### src/rtl/hex_display_pkg.sv
// Shared constants for the hex display controller.
//   SEG_BLANK       active-low code with every segment off
//   SEG_TABLE       active-high 7-segment patterns for nibbles 0..F
//                   (bit 0 = segment a ... bit 6 = segment g)
//   DIGITS_MIN/MAX  legal range of the DIGITS parameter
//   DIV_MIN         smallest legal BLINK_DIV / SCAN_DIV
package hex_display_pkg;

  localparam logic [6:0] SEG_BLANK = 7'h7F;

  localparam int DIGITS_MIN = 1;
  localparam int DIGITS_MAX = 8;
  localparam int DIV_MIN    = 2;

  localparam logic [6:0] SEG_TABLE [16] = '{
    7'h3F, 7'h06, 7'h5B, 7'h4F, 7'h66, 7'h6D, 7'h7D, 7'h07,
    7'h7F, 7'h67, 7'h77, 7'h7C, 7'h39, 7'h5E, 7'h79, 7'h71
  };

endpackage

### src/rtl/hex_seg_decode.sv
// Combinational nibble to 7-segment decoder, active-high.
//   nibble : hex value 0..F
//   seg    : segments a..g in bits 0..6, 1 = lit
module hex_seg_decode
  import hex_display_pkg::*;
(
  input  logic [3:0] nibble,
  output logic [6:0] seg
);

  assign seg = SEG_TABLE[nibble];

endmodule

### src/rtl/hex_display_ctrl.sv
// Hex display controller: captures a multi-digit hex value with per-digit
// enable, blink and leading-zero blanking, and drives both a static
// per-digit segment bus and a time-multiplexed single-digit bus.
//   clk          rising-edge clock
//   resetn       asynchronous active-low reset
//   value_i      nibble k = digit k, digit 0 least significant
//   load_i       capture strobe for value/enables/masks/lz flag
//   digit_en_i   per-digit enable
//   blink_mask_i per-digit blink select
//   lz_blank_i   leading-zero blanking enable
//   seg_o        static segments, active-low, 7 bits per digit
//   mux_seg_o    multiplexed segments, active-low
//   mux_sel_o    multiplexed digit select, active-low, one-cold
// Pipeline: capture regs -> seg_stage -> seg_o, so a load shows on seg_o
// two edges after the capturing edge.
module hex_display_ctrl
  import hex_display_pkg::*;
#(
  parameter int DIGITS    = 6,
  parameter int BLINK_DIV = 25000000,
  parameter int SCAN_DIV  = 50000
) (
  input  logic                clk,
  input  logic                resetn,
  input  logic [4*DIGITS-1:0] value_i,
  input  logic                load_i,
  input  logic [DIGITS-1:0]   digit_en_i,
  input  logic [DIGITS-1:0]   blink_mask_i,
  input  logic                lz_blank_i,
  output logic [7*DIGITS-1:0] seg_o,
  output logic [6:0]          mux_seg_o,
  output logic [DIGITS-1:0]   mux_sel_o
);

  // ---------------------------------------------------------------------
  // Parameter legality
  // ---------------------------------------------------------------------
  if (DIGITS < DIGITS_MIN || DIGITS > DIGITS_MAX) begin : g_bad_digits
    $error("hex_display_ctrl: DIGITS must be in 1..8");
  end
  if (BLINK_DIV < DIV_MIN) begin : g_bad_blink
    $error("hex_display_ctrl: BLINK_DIV must be at least 2");
  end
  if (SCAN_DIV < DIV_MIN) begin : g_bad_scan
    $error("hex_display_ctrl: SCAN_DIV must be at least 2");
  end

  localparam int BW = (BLINK_DIV > 1) ? $clog2(BLINK_DIV) : 1;
  localparam int SW = (SCAN_DIV > 1) ? $clog2(SCAN_DIV) : 1;
  localparam int IW = (DIGITS > 1) ? $clog2(DIGITS) : 1;

  localparam logic [BW-1:0] BLINK_LAST = BW'(BLINK_DIV - 1);
  localparam logic [SW-1:0] SCAN_LAST  = SW'(SCAN_DIV - 1);
  localparam logic [IW-1:0] IDX_LAST   = IW'(DIGITS - 1);

  // ---------------------------------------------------------------------
  // State
  // ---------------------------------------------------------------------
  logic [4*DIGITS-1:0] cap_value;
  logic [DIGITS-1:0]   cap_en;
  logic [DIGITS-1:0]   cap_mask;
  logic                cap_lz;

  logic [BW-1:0]       blink_cnt;
  logic                blink_phase;
  logic [SW-1:0]       scan_cnt;
  logic [IW-1:0]       scan_idx;

  logic [7*DIGITS-1:0] seg_stage;

  // ---------------------------------------------------------------------
  // Per-digit decode
  // ---------------------------------------------------------------------
  logic [6:0] seg_hi [DIGITS];

  for (genvar g = 0; g < DIGITS; g++) begin : g_dec
    hex_seg_decode u_dec (
      .nibble (cap_value[4*g +: 4]),
      .seg    (seg_hi[g])
    );
  end

  // Blanking and inversion. zero_run walks from the top digit down and
  // stays set while every nibble seen so far is zero; enables play no part.
  logic [7*DIGITS-1:0] seg_next;
  logic                zero_run;
  logic                blank;

  always_comb begin
    seg_next = '1;
    zero_run = 1'b1;
    blank    = 1'b1;
    for (int k = DIGITS - 1; k >= 0; k--) begin
      zero_run = zero_run & (cap_value[4*k +: 4] == 4'h0);
      blank    = !cap_en[k]
               || (blink_phase && cap_mask[k])
               || (cap_lz && zero_run && (k != 0));
      seg_next[7*k +: 7] = blank ? SEG_BLANK : ~seg_hi[k];
    end
  end

  // ---------------------------------------------------------------------
  // Blink timebase
  // ---------------------------------------------------------------------
  logic [BW-1:0] blink_cnt_nxt;
  logic          blink_phase_nxt;

  always_comb begin
    blink_cnt_nxt   = blink_cnt + 1'b1;
    blink_phase_nxt = blink_phase;
    if (blink_cnt == BLINK_LAST) begin
      blink_cnt_nxt   = '0;
      blink_phase_nxt = ~blink_phase;
    end
  end

  // ---------------------------------------------------------------------
  // Scan timebase and multiplexed outputs.
  // The mux outputs are registered from the *next* counter values so that
  // the registered select always matches the registered scan position; the
  // segment field is taken from seg_stage, which becomes seg_o on the same
  // edge, keeping mux_seg_o identical to the selected seg_o field.
  // ---------------------------------------------------------------------
  logic [SW-1:0]     scan_cnt_nxt;
  logic [IW-1:0]     scan_idx_nxt;
  logic [DIGITS-1:0] mux_sel_nxt;
  logic [6:0]        mux_seg_nxt;

  always_comb begin
    scan_cnt_nxt = scan_cnt + 1'b1;
    scan_idx_nxt = scan_idx;
    if (scan_cnt == SCAN_LAST) begin
      scan_cnt_nxt = '0;
      scan_idx_nxt = (scan_idx == IDX_LAST) ? '0 : scan_idx + 1'b1;
    end
  end

  always_comb begin
    mux_sel_nxt = '1;
    mux_seg_nxt = SEG_BLANK;
    // Count value 0 is the dead cycle of each slot: nothing selected.
    if (scan_cnt_nxt != '0) begin
      for (int k = 0; k < DIGITS; k++) begin
        if (scan_idx_nxt == IW'(k)) begin
          mux_sel_nxt[k] = 1'b0;
          mux_seg_nxt    = seg_stage[7*k +: 7];
        end
      end
    end
  end

  // ---------------------------------------------------------------------
  // Registers
  // ---------------------------------------------------------------------
  always_ff @(posedge clk or negedge resetn) begin
    if (!resetn) begin
      cap_value   <= '0;
      cap_en      <= '0;
      cap_mask    <= '0;
      cap_lz      <= 1'b0;
      blink_cnt   <= '0;
      blink_phase <= 1'b0;
      scan_cnt    <= '0;
      scan_idx    <= '0;
      seg_stage   <= '1;
      seg_o       <= '1;
      mux_seg_o   <= SEG_BLANK;
      mux_sel_o   <= '1;
    end else begin
      if (load_i) begin
        cap_value <= value_i;
        cap_en    <= digit_en_i;
        cap_mask  <= blink_mask_i;
        cap_lz    <= lz_blank_i;
      end
      blink_cnt   <= blink_cnt_nxt;
      blink_phase <= blink_phase_nxt;
      scan_cnt    <= scan_cnt_nxt;
      scan_idx    <= scan_idx_nxt;
      seg_stage   <= seg_next;
      seg_o       <= seg_stage;
      mux_seg_o   <= mux_seg_nxt;
      mux_sel_o   <= mux_sel_nxt;
    end
  end

endmodule

### config.mk
export PLATFORM = sky130hd
export DESIGN_NAME = hex_display_ctrl
export DESIGN_NICKNAME = d
export VERILOG_FILES = /design/src/rtl/hex_display_pkg.sv /design/src/rtl/hex_seg_decode.sv /design/src/rtl/hex_display_ctrl.sv
export SDC_FILE = /design/constraint.sdc
export NUM_CORES = 1
export LEC_CHECK = 0
export ABC_AREA = 1
export CELL_PAD_IN_SITES_DETAIL_PLACEMENT = 0
export CELL_PAD_IN_SITES_GLOBAL_PLACEMENT = 2
export CORE_ASPECT_RATIO = 1.75
export CORE_MARGIN = 1.5
export CORE_UTILIZATION = 38
export DETAILED_ROUTE_END_ITERATION = 8
export PLACE_DENSITY = 0.81
export REMOVE_ABC_BUFFERS = 1
export SYNTH_ARGS = -nofsm -noshare
export SYNTH_HDL_FRONTEND = slang
export SYNTH_SLANG_ARGS = --single-unit
### constraint.sdc
create_clock -name clk -period 3.7 [get_ports clk]
set_input_delay 0.74 -clock clk [delete_from_list [all_inputs] [get_ports clk]]
set_output_delay 0.74 -clock clk [all_outputs]
set_load 0.01 [all_outputs]
-- Word level (Yosys, flattened, before mapping)
Memories as Yosys holds them, arrays and structs flattened.
Cells that the tools add are included.
- input port bits: 40
- memories: 6
- bits in read-only memories: 672
- register bits: 179
- output and inout port bits: 55
- logic and storage cells: 123
- memories (memory ; depth ; width ; read ports ; clocked after Yosys merged registers in ; write ports ; RTL line ; RTL):
    (name not given) ; 16 ; 7 ; 1 ; 0 ; 0 ; hex_seg_decode.sv:11 ; assign seg = SEG_TABLE[nibble];
    (name not given) ; 16 ; 7 ; 1 ; 0 ; 0 ; hex_seg_decode.sv:11 ;
    (name not given) ; 16 ; 7 ; 1 ; 0 ; 0 ; hex_seg_decode.sv:11 ;
    (name not given) ; 16 ; 7 ; 1 ; 0 ; 0 ; hex_seg_decode.sv:11 ;
    (name not given) ; 16 ; 7 ; 1 ; 0 ; 0 ; hex_seg_decode.sv:11 ;
    (name not given) ; 16 ; 7 ; 1 ; 0 ; 0 ; hex_seg_decode.sv:11 ;
- eq/ne operators: 8
- mux-type cells: 36
- reductions and logical operators: 35
- bitwise operators: 17
- order comparisons: 6
- $add $sub $neg: 3
- operators with widths (operator ; number):
    $mux 7 ; 25
    $not 7->7 ; 6
    $ge 5x5->1 const B ; 6
    $not 4->5 ; 6
    $add 25x1->25 const B ; 1
    $eq 25x25->1 const B ; 1
    $mux 25 ; 1
    $logic_not 4->1 ; 5
    $add 16x1->16 const B ; 1
    $eq 16x16->1 const B ; 1
    $mux 16 ; 1
    $reduce_bool 16->1 ; 1
    $logic_and 1x1->1 ; 11
    $logic_or 1x1->1 ; 11
    $eq 3x3->1 const B ; 3
    $eq 3x2->1 const B ; 2
    $logic_not 1->1 ; 6
    $mux 1 ; 6
    $mux 3 ; 2
    $mux 6 ; 1
    $and 1x1->1 ; 4
    $add 3x1->3 const B ; 1
    $eq 3x1->1 const B ; 1
    $logic_not 3->1 ; 1
    $not 1->1 ; 1

-- Logic depth before layout (Yosys ltp)
Gate-level depths: netlist of the first run.
- depth in word-level cells: 11
- gate-level depth with buffers: 15
- depth with buffers taken out: 14

-- Hierarchy
Synthesis of the first run repeated with hierarchy kept, for this count alone.
- cell total of the unflattened synthesis: 1050
- area total of the unflattened synthesis: 9008.6 um2
- modules (own cells, without submodules) (module ; area an instance (um2) ; sequential area each (um2) ; times used ; cells each):
    hex_display_ctrl ; 7372.1 ; 4600.7 ; 1 ; 732
    hex_seg_decode ; 272.8 ; 0.0 ; 6 ; 53

-- Least setup slack after synthesis of the first run
No wires, ideal clock.
- path kind: reg2reg
- from: register scan_cnt[0]
- to: register mux_seg_o[2]
- arrival time: 1733 ps
- buffers on the path: 1
- required time: 3620 ps
- slack: 1887 ps
- cell stages (with the launch flop): 14
- setup time: 80 ps
- clock period less this slack: 1813 ps
- cell sequence: dfrtp_1 ha_1 nand3_2 nor2_1 nand3_1 nand2_2 nand2_2 nor2_4 buf_6 nor2_1 nand2_1 nand2_1 nand3_1 nand3_2
- cells in the longest elaborated chain, start to end: 10
- elaborated cells on any way between the ends: 18
- those cells by class: 1 x add/sub; 6 x eq/ne; 9 x mux; 2 x reduce/logical
- ends and longest elaborated chain (element ; RTL line ; RTL):
    from (decl) ; hex_display_ctrl.sv:66 ; logic [SW-1:0] scan_cnt;
    from (signal assigned) ; hex_display_ctrl.sv:178 ; scan_cnt <= scan_cnt_nxt;
    $eq 16x16->1 ; hex_display_ctrl.sv:132 ; if (scan_cnt == SCAN_LAST) begin
    $mux 3 ; hex_display_ctrl.sv:132 ;
    $logic_not 3->1 ; hex_display_ctrl.sv:144 ; if (scan_idx_nxt == IW'(k)) begin
    $mux 7 (6 in series) ; hex_display_ctrl.sv:144 ;
    $mux 7 * ; hex_display_ctrl.sv:142 ; if (scan_cnt_nxt != '0) begin
    named net mux_seg_nxt[2] ; hex_display_ctrl.sv:127 ; logic [6:0] mux_seg_nxt;
    to (signal assigned) ; hex_display_ctrl.sv:182 ; mux_seg_o <= mux_seg_nxt;
    to (decl) ; hex_display_ctrl.sv:31 ; output logic [6:0] mux_seg_o,
Mark *: on every way through the listed nets, which the timed path passes. The rest lies on a longest branch.
A chain may end at the register's enable or synchronous reset.

-- Worst setup path in the final report of the first run
- from: register scan_cnt[13]
- to: register mux_seg_o[0]
Same word-level chain as after synthesis.

==> metrics.cfg, run 1 <==
[floorplan]
die_area_um2 = 23460
initial_core_util_pct = 38.76
die_w_um = 116.4
die_y_um = 201.5
ios = 95
core_area_um2 = 22070
rows = 72

[sta]
finalSetupViolCount = 0
finalMaxSlewViolations = 0
min_period_ps = 2589
hold_viol_final = 0
setup_ws_ps = 1111
worst_slew_pin_slew_ps = 787.1
setup_tns_ps = 0
max_freq_ghz = 0.3862
rsz0062_at_grt = false
fin_skew_ps = 7.805
max-slew-margin-rel_pct = 47.41
whs_ps = 267.0
fin_crit_sh_pct = 69.98

[detailed_routing]
drt_iter0_drc = 244
wl_per_cell_um = 16.83
vias_per_cell = 4.864
first_pass_iters = 6
drtAntennaViolNets = 0
drc = 0
drt_wl_total_mm = 22.60
vias = 6533

[cells_and_area]
diodes = 0
final_cell_area_um2 = 10450
drive_gt1_share_pct = 17.00
area_growth_pct = 22.10
final_net_count = 1112

[synth]
synth_top_cell_area_share_pct = 29.79
synth-edff-count = 0
synth_cell_types = 45
synthCells = 938
ys_ff_latch = 179
yosys_warnings = 0
async_flop_share_pct = 100.0
netlist_top_cells_area = dfstp_2 30%, dfrtp_1 24%, nand2_1 8.6%
syn_area_um2 = 8554
synth_ff_type = dfstp_2
avgSynthCellArea_um2 = 9.120
ys_seq_area_share_pct = 53.78
netlist.top_cell.by_area = dfstp_2

[setup_path]
cp-start-kind = flop
critPathMaxFanout = 13
arrival_ps = 2940
critPathKind = flop to flop
critPathRequiredTime_ps = 4050
cp-end-kind = flop

[cts]
clock_sink_count = 179
clock_latency_ps = 430
numCtsBuffers = 17
h-tree-depth = 4
cts_resized = 0
root_buffer = clkbuf_16
clock_path_buffers = 2
post-cts-setup-buffer-count = 0
ctsHoldBuffers = 0
clk_pin_slew_ps = 70
cts_tree = done

[outcome]
status = completed

[place]
hpwl_mm = 17.51
pre_cts_ws_ps = 1197
routabilityCongestion = 0.8658
place_area_um2 = 9802
port_buffers = 94

[grt]
grt-ovfl-total = 0
grt_pass1_wl_mm = 36.09
grt_max_degree = 61
antenna_found_initial = 0
grt_util_all_layers_pct = 20.68
first_global_vias = 6639

[min_path]
hp-class = input port to asynchronous set/reset pin

[pwr]
leakagePower_nw = 4.789
ir_drop_mv = 0.2769
p_per_area_nw_per_um2 = 465.2
p_total_mw = 4.859

[run]
cap_violations = 0

==> synth_stat cells, types with 2 or more instances <==
master,instances
a221o_1,3
a21oi_1,40
nor2_4,2
nand4_1,17
a31oi_1,3
xnor2_1,2
nand3_2,7
o211ai_1,18
o311ai_0,4
o21ai_0,59
o21a_1,2
o2111ai_1,4
clkinv_1,2
inv_1,126
inv_2,5
nor4_1,4
clkbuf_1,16
buf_6,4
nand3b_1,2
nor3_2,2
nand2_2,6
xor2_1,13
o21bai_1,4
dfrtp_1,82
nor3b_1,2
nor2_1,71
mux2_2,8
nand3_1,60
a22oi_1,2
dfstp_2,97
nand2_1,195
nor3_1,15
nor2_2,9
ha_1,38
buf_2,4
==> through the flow <==
| stage | util, % | std cells |
|---|---|---|
| final | 47.32 | 1343 |
| after global routing | 47.32 | 1343 |
| after CTS | 47.32 | 1343 |
| after detailed placement | 44.41 | 1311 |
| after global placement | 44.41 | 1311 |
| after floorplan | - | 914 |
==> per-layer routing <==
layer | part of all wire [%] | track usage, %
met5 | 0 | 0
met4 | 4.3 | 10.84
met3 | 2.9 | 3.584
met2 | 55 | 37.35
met1 | 38 | 22.50
==> critical path, cell delays in order, from the launching register on <==
cell	delay, ps
dfrtp_1	420
nor2_1	380
nand2_1	120
nor2_2	180
nand2_1	140
nand3_1	140
nand2_1	150
nor2_1	130
nand4_1	550
nand3_1	290
==> cell usage in the layout (no fill, tap or decap), types with 5 or more instances in the layout <==
cell type	instances
nand2_1	195
inv_1	126
dfstp_2	97
clkdlybuf4s50_1	92
dfrtp_1	82
nor2_1	71
nand3_1	60
o21ai_0	59
a21oi_1	40
ha_1	38
clkbuf_16	20
o211ai_1	18
nand4_1	17
nor3_1	15
xor2_1	13
nor2_2	9
mux2_2	8
nand3_2	7
nand2_2	6
buf_4	6
inv_2	5
==> path summary, 6_finish.rpt <==
kind                               start           end  slack, ps  cells after the start
max                         scan_cnt[13]  mux_seg_o[0]       1110                      9
max in group asynchronous         resetn     seg_o[37]       2540                      2
max reg2reg                 scan_cnt[13]  mux_seg_o[0]       1110                      9
min reg2reg                seg_stage[27]     seg_o[27]        360                      0
min in group clk           seg_stage[27]     seg_o[27]        360                      0
min                               resetn  cap_value[2]        270                      1
==> cell type report <==
cell class / instances / area, µm²
fillers: 2140 / 11630
multi-input cells: 602 / 3329
repair buffers: 101 / 1002
inverters: 133 / 499.2
clock buffers: 23 / 531.8
clock inverters: 9 / 111.4
flip-flops and latches: 179 / 4601
well taps: 296 / 370.4
==> flip-flops by register name, indices dropped and copies added (netlist names) <==
| signal | flops |
|---|---|
| blink_cnt | 25 |
| blink_phase | 1 |
| cap_en | 6 |
| cap_lz | 1 |
| cap_mask | 6 |
| cap_value | 24 |
| mux_seg_o | 7 |
| mux_sel_o | 6 |
| scan_cnt | 16 |
| scan_idx | 3 |
| seg_o | 42 |
| seg_stage | 42 |
==> kinds of logic (layout without fill, tap and decap cells) <==
family | after synthesis | after routing | share of synthesized area (%)
AO/OA/AOI/OAI | 145 | 145 | 10.02
XOR/XNOR | 15 | 15 | 1.536
adder cells (fa/ha/maj) | 38 | 38 | 5.558
buffers and inverters | 157 | 266 | 7.299
flip-flops | 179 | 179 | 53.78
multiplexers | 8 | 8 | 1.053
AND/OR/NAND/NOR | 396 | 396 | 20.75
==> power by group <==
| group | internal [mW] | switching [mW] | total [mW] |
|---|---|---|---|
| Combinational | 0.268 | 0.323 | 0.591 |
| Clock | 1.16 | 0.773 | 1.93 |
| Sequential | 2.22 | 0.117 | 2.34 |
(Power assumes the default switching activity.)
==> inputs of run 2 (changes only) <==
- CORE_UTILIZATION: 38 -> 32
- PLACE_DENSITY: 0.81 -> 0.73
- clock period: 3.7 -> 2.2 ns (I/O delays scaled with it)
==> run 2 against run 1 <==
Global-route usage decreased by 3.0 points. Fmax increased by 27%. Register-to-register slack got worse by 950 ps. Clock skew increased by 2.8 ps. Core utilization down 6.4 points. First-iteration DRC count grew 5.3%. Critical path depth unchanged. Non-clock buffer count grew 32. Total power grew 67%. Highest routed layer unchanged.
==> metrics.cfg, run 2 (same netlist as run 1, synthesis figures left out) <==
[floorplan]
die_y_um = 219.3  ; was 201.5 µm
die_w_um = 126.6  ; was 116.4 µm
die_area_um2 = 27760  ; was 23460 µm²
ios = 95  ; unchanged
rows = 79  ; was 72
initial_core_util_pct = 32.41  ; was 38.76%
core_area_um2 = 26390  ; was 22070 µm²

[setup_path]
rrSetupSlack_ps = 160  ; was 1110 ps
arrival_ps = 2380  ; was 2940 ps
critPathKind = flop to flop  ; unchanged
critPathRequiredTime_ps = 2540  ; was 4050 ps
cp_top_family = compound AO/OA/AOI/OAI gates  ; was simple AND/OR/NAND/NOR gates
cp-end-kind = flop  ; unchanged
path_cells = inv_1, ha_1, nand4_1, inv_1, nand3_1, nand3b_1, o21ai_0, a21oi_1, o221ai_1  ; was nor2_1, nand2_1, nor2_2, nand2_1, nand3_1, nand2_1, nor2_1, nand4_1, nand3_1
crit_buf_inv = 2  ; was 0
cpPeakStageDelay_ps = 420  ; was 550 ps
r2r_cells = 9  ; unchanged
r2r_start = cap_value[21]  ; was scan_cnt[13]
reg2reg_to = seg_stage[17]  ; was mux_seg_o[0]
critPathMaxFanout = 7  ; was 13
cp-start-kind = flop  ; unchanged
crit_top_cell = inv_1  ; was nand2_1
crit_path_top_delay_cell = a21oi_1  ; was nand4_1

[cells_and_area]
fin_cells = 1404  ; was 1343
drive_gt1_share_pct = 20.09  ; was 17.00%
reg_top3 = seg_o (42), seg_stage (42), blink_cnt (25)  ; unchanged
final_net_count = 1145  ; was 1112
utilization_pct = 40.96  ; was 47.32%
final_common_cell = nand2_1  ; unchanged
area_growth_pct = 26.36  ; was 22.10%
diodes = 0  ; unchanged
layout_common_cells = 194 x nand2_1, 126 x inv_1, 97 x dfstp_2  ; was 195 x nand2_1, 126 x inv_1, 97 x dfstp_2

[place]
port_buffers = 94  ; unchanged
hpwl_mm = 18.10  ; was 17.51 mm
routabilityCongestion = 0.8252  ; was 0.8658
dp_cells = 1363  ; was 1311

[sta]
worst_slew_pin_slew_ps = 507.7  ; was 787.1 ps
fin_crit_sh_pct = 92.69  ; was 69.98%
finalMaxSlewViolations = 0  ; unchanged
hold_viol_final = 0  ; unchanged
min_period_ps = 2039  ; was 2589 ps
fin_skew_ps = 10.57  ; was 7.805 ps
rsz0062_at_grt = false  ; unchanged
max-slew-margin-rel_pct = 66.15  ; was 47.41%
max_freq_ghz = 0.4904  ; was 0.3862 GHz
finalSetupViolCount = 0  ; unchanged

[grt]
grt-ovfl-total = 0  ; unchanged
grt_pass1_wl_mm = 36.98  ; was 36.09 mm
grt_max_degree = 50  ; was 61
antenna_found_initial = 0  ; unchanged
grt_util_all_layers_pct = 17.65  ; was 20.68%
first_global_vias = 6931  ; was 6639

[cts]
clk_pin_slew_ps = 70  ; about the same
cts_tree = done  ; unchanged
root_buffer = clkbuf_16  ; unchanged
numCtsBuffers = 17  ; unchanged
clock_sink_count = 179  ; unchanged
clock_latency_ps = 450  ; was 430 ps
clock_path_buffers = 2  ; unchanged
h-tree-depth = 4  ; unchanged

[pwr]
leakagePower_nw = 4.959  ; was 4.789 nW
ir_drop_mv = 0.6654  ; was 0.2769 mV
p_sw_mw = 2.032  ; was 1.213 mW
combinationalPowerShare_pct = 12.9  ; was 12.2%
p_int_mw = 6.087  ; was 3.646 mW
switching_share_pct = 25.03  ; was 24.96%
p_total_mw = 8.119  ; was 4.859 mW
p_per_area_nw_per_um2 = 751.1  ; was 465.2 nW/µm²
seq_power_share_pct = 48.5  ; was 48.1%
clockPowerShare_pct = 38.6  ; was 39.7%

[min_path]
hold_path.startpoint = load_i
hold_depth = 3
hp-class = input port to flop  ; was input port to asynchronous set/reset pin
min_to = cap_value[18]

[detailed_routing]
wl_per_cell_um = 16.42  ; was 16.83 µm
drc = 0  ; unchanged
vias_per_cell = 4.697  ; was 4.864
first_pass_iters = 4  ; was 6
drtAntennaViolNets = 0  ; unchanged
drt_iter0_drc = 257  ; was 244
drt_wl_total_mm = 23.05  ; was 22.60 mm
vias = 6595  ; was 6533

[outcome]
status = completed  ; unchanged

[run]
cap_violations = 0  ; unchanged

==> run 2: cell types whose count changed in the layout (fill, tap and decap cells not counted), moves of 2 or more <==
cell	previous run	this run
nor2_2	9	11
bufinv_16	2	0
nor2_1	71	67
inv_6	2	0
buf_4	6	34
buf_12	1	4
nor2_4	2	5
clkbuf_8	2	5
==> run 2: stage by stage <==
stage	hold slack, ps	setup WS (ps)	area (µm²)	setup TNS [ps]
2_1_floorplan	144.4	15.41	8429	0
3_3_place_gp	357.2	24.63	10050	0
3_5_place_dp	358.0	-0.7470	10050	-0.7470
4_1_cts	321.0	1.136	10690	0
5_1_grt	337.9	9.779	10810	0
6_report	336.5	160.9	10810	0
==> run 2: worst reg2reg max path, stage by stage (launching register included) <==
cell and delay [ps]:
dfrtp_1 390, inv_1 70, ha_1 190, nand4_1 90, inv_1 80, nand3_1 130, nand3b_1 240, o21ai_0 110
a21oi_1 420, o221ai_1 220
==> run 2: worst max-delay path by stage <==
| stage | startpoint | to | slack (ps) | cells after the start |
|---|---|---|---|---|
| floorplan | blink_cnt[0] | blink_cnt[13] | 20 | 7 |
| global placement | scan_cnt[1] | mux_seg_o[3] | 20 | 12 |
| detailed placement | scan_cnt[1] | mux_seg_o[3] | -0.7 | 12 |
| CTS | scan_cnt[1] | mux_seg_o[3] | 1 | 12 |
| global route | scan_cnt[7] | mux_seg_o[0] | 10 | 12 |
| finish | cap_value[21] | seg_stage[17] | 160 | 9 |
==> run 2: area by class of cell <==
type	count	area [µm²]
Sequential cell	179	4602
Inverter	133	501.7
Clock inverter	4	27.53
Timing Repair Buffer	133	1282
Multi-Input combinational cell	603	3388
Tap cell	324	405.4
Clock buffer	28	601.8
Fill cell	2618	15580
==> run 2: power groups by stage <==
stage / Clock (mW) / Combinational (mW) / Sequential (mW)
2_1_floorplan: 0 / 0.399 / 3.97
3_3_place_gp: 0 / 1.07 / 4.00
3_5_place_dp: 0 / 1.06 / 4.00
4_1_cts: 3.24 / 1.07 / 3.95
5_1_grt: 3.37 / 1.18 / 3.97
6_report: 3.14 / 1.05 / 3.94
==> run 2: layer usage <==
metal	up-vias	GRT usage, %	part of all wire (%)
met5	-	0	0
met4	0	6.973	2.4
met3	31	2.657	1.7
met2	100	34.48	57
met1	3156	18.68	39
li1	3308	-	-
==> run 2: timing repair <==
action	in CTS	in global routing
pin swaps	1	3
setup endpoints to repair	2	13
setup buffers	0	7
gates resized for setup	0	15
hold buffers	1	0
gates cloned	0	1
hold endpoints to repair	17	0
==> inputs of run 3 (changes only) <==
- CELL_PAD_IN_SITES_DETAIL_PLACEMENT: 0 -> 1
==> run 3 against run 2 <==
Flip-flop and latch count is the same. Final cell count is 0.28% lower. Non-clock buffer count shrank 3. Largest power group unchanged. Sequential share of layout area is 0.26 points higher.
==> metrics.cfg, run 3 (same netlist as run 1, synthesis figures left out) <==
[outcome]
status = completed  ; unchanged

[detailed_routing]
drc = 0  ; unchanged
drt_wl_total_mm = 24.40  ; was 23.05 mm
vias = 6716  ; was 6595
drt_iter0_drc = 240  ; was 257
drtAntennaViolNets = 0  ; unchanged
vias_per_cell = 4.797  ; was 4.697
wl_per_cell_um = 17.43  ; was 16.42 µm
first_pass_iters = 4  ; unchanged

[sta]
max_freq_ghz = 0.4942  ; was 0.4904 GHz
max-slew-margin-rel_pct = 69.67  ; was 66.15%
finalMaxSlewViolations = 0  ; unchanged
fin_skew_ps = 9.244  ; was 10.57 ps
finalSetupViolCount = 0  ; unchanged
fin_crit_sh_pct = 91.97  ; was 92.69%
worst_slew_pin_slew_ps = 454.9  ; was 507.7 ps
min_period_ps = 2023  ; was 2039 ps
hold_viol_final = 0  ; unchanged
whs_ps = 345.0  ; was 336.5 ps

[setup_path]
critPathRequiredTime_ps = 2580  ; was 2540 ps
r2r_start = scan_cnt[1]  ; was cap_value[21]
cp-start-kind = flop  ; unchanged
arrival_ps = 2400  ; was 2380 ps
crit_start = scan_cnt[1]  ; was cap_value[21]
critPathKind = flop to flop  ; unchanged
cp_top_family = simple AND/OR/NAND/NOR gates  ; was compound AO/OA/AOI/OAI gates
crit_path_top_delay_cell = dfrtp_1  ; was a21oi_1
cpPeakStageDelay_ps = 420  ; about the same
critPathMaxFanout = 8  ; was 7
path_cells = ha_4, nand3_4, nor2_4, nand2_2, nand2_2, nand2_4, nand2_2, nor2_4, nand2_1, nand2_1, nand2_1, nand3_1, nand3_2  ; was inv_1, ha_1, nand4_1, inv_1, nand3_1, nand3b_1, o21ai_0, a21oi_1, o221ai_1
crit_buf_inv = 0  ; was 2
cp-end-kind = flop  ; unchanged

[cells_and_area]
layout_common_cells = 194 x nand2_1, 126 x inv_1, 97 x dfstp_2  ; unchanged
area_growth_pct = 25.58  ; was 26.36%
diodes = 0  ; unchanged
multiInputGateArea_um2 = 3406  ; was 3388 µm²
reg_top3 = seg_o (42), seg_stage (42), blink_cnt (25)  ; unchanged
final_net_count = 1141  ; was 1145
final_cell_area_um2 = 10740  ; was 10810 µm²
nFillCells = 3015  ; was 2618
seq_area_um2 = 4602  ; unchanged
drive_gt1_share_pct = 20.35  ; was 20.09%
final_common_cell = nand2_1  ; unchanged

[cts]
clk_pin_slew_ps = 70  ; about the same
clock_path_buffers = 2  ; unchanged
h-tree-depth = 4  ; unchanged
clock_sink_count = 179  ; unchanged
root_buffer = clkbuf_16  ; unchanged
numCtsBuffers = 17  ; unchanged
clock_latency_ps = 450  ; about the same
cts_tree = done  ; unchanged

[floorplan]
core_area_um2 = 26390  ; unchanged
ios = 95  ; unchanged
die_area_um2 = 27760  ; unchanged
die_w_um = 126.6  ; unchanged
initial_core_util_pct = 32.41  ; unchanged
rows = 79  ; unchanged
die_y_um = 219.3  ; unchanged

[grt]
first_global_vias = 7328  ; was 6931
grt_max_degree = 50  ; unchanged
antenna_found_initial = 0  ; unchanged
grt_pass1_wl_mm = 39.49  ; was 36.98 mm
grt-ovfl-total = 0  ; unchanged
grt_util_all_layers_pct = 18.87  ; was 17.65%

[pwr]
leakagePower_nw = 4.906  ; was 4.959 nW
ir_drop_mv = 0.5538  ; was 0.6654 mV
p_per_area_nw_per_um2 = 740.0  ; was 751.1 nW/µm²

[min_path]
hp-class = input port to flop  ; unchanged
hold_path.startpoint = load_i  ; unchanged

[place]
port_buffers = 94  ; unchanged
routabilityCongestion = 0.8252  ; unchanged
place_area_um2 = 10050  ; unchanged
hpwl_mm = 19.19  ; was 18.10 mm

[run]
cap_violations = 0  ; unchanged

[run 3: cell count changes in the layout (fill, tap and decap cells not counted), moves of 2 or more]
cell,before,now
buf_4,34,30
clkbuf_16,21,17
nor2_1,67,65
clkinv_2,1,3
inv_4,2,0
clkinvlp_4,1,3
clkinv_4,1,3
clkbuf_8,5,0
inv_6,0,4
[run 3: worst paths after layout]
kind	end	slack, ps	cells past startpoint
min in group asynchronous	blink_cnt[9]	500	2
hold / removal	cap_value[19]	350	3
setup / recovery	mux_seg_o[3]	180	13
hold reg to reg	seg_o[0]	370	0
setup reg to reg	mux_seg_o[3]	180	13
max in group asynchronous	seg_o[2]	1030	3
[run 3: power by group]
part	total (mW)	leakage, nW	switching [mW]	internal, mW
registers	3.94	2.07	0.205	3.73
clock network	2.94	0.267	1.38	1.57
logic	1.07	2.57	0.583	0.484
[run 3: per-layer routing]
metal | wire length (µm) | track usage (%) | vias to the layer above | part of all wire, %
met5 | 0 | 0 | - | 0
met4 | 568 | 7.203 | 0 | 2.3
met3 | 461 | 3.291 | 31 | 1.9
met2 | 14040 | 36.67 | 87 | 58
met1 | 9325 | 19.93 | 3302 | 38
li1 | - | - | 3296 | -
[run 3: worst register-to-register path, cell delays in order (launching register included)]
cell     delay (ps)
dfrtp_1         420
ha_4            200
nand3_4         110
nor2_4           60
nand2_2         130
nand2_2         100
nand2_4         120
nand2_2          90
nor2_4          240
nand2_1          80
nand2_1         140
nand2_1         110
nand3_1         100
nand3_2          60
[run 3: timing repair]
item / 4_1_cts / 5_1_grt
hold buffers: 1 / 0
setup endpoints to repair: 1 / 21
setup buffers: 2 / 2
pin swaps: 1 / 2
gates cloned: 0 / 0
hold endpoints to repair: 17 / 0
resized for setup: 0 / 19
[run 3: area by class of cell]
class	instances	share of cell area [%]
Multi-Input combinational cell	602	31.70
Sequential cell	179	42.84
Clock inverter	14	1.200
Timing Repair Buffer	130	11.84
Tap cell	324	3.774
Clock buffer	18	3.995
Inverter	133	4.647
[run 3: per-stage QoR]
stage | TNS, ps | std cells | utilization [%] | worst slack (ps) | total power, mW
2_1_floorplan | 0 | 914 | - | 15.41 | 4.371
3_3_place_gp | 0 | 1363 | 38.10 | 24.63 | 5.074
3_5_place_dp | -7.913 | 1363 | 38.10 | -7.913 | 5.080
4_1_cts | 0 | 1398 | 40.35 | 26.23 | 8.085
5_1_grt | -22.47 | 1400 | 40.71 | -19.55 | 8.316
6_report | 0 | 1400 | 40.71 | 176.7 | 7.950
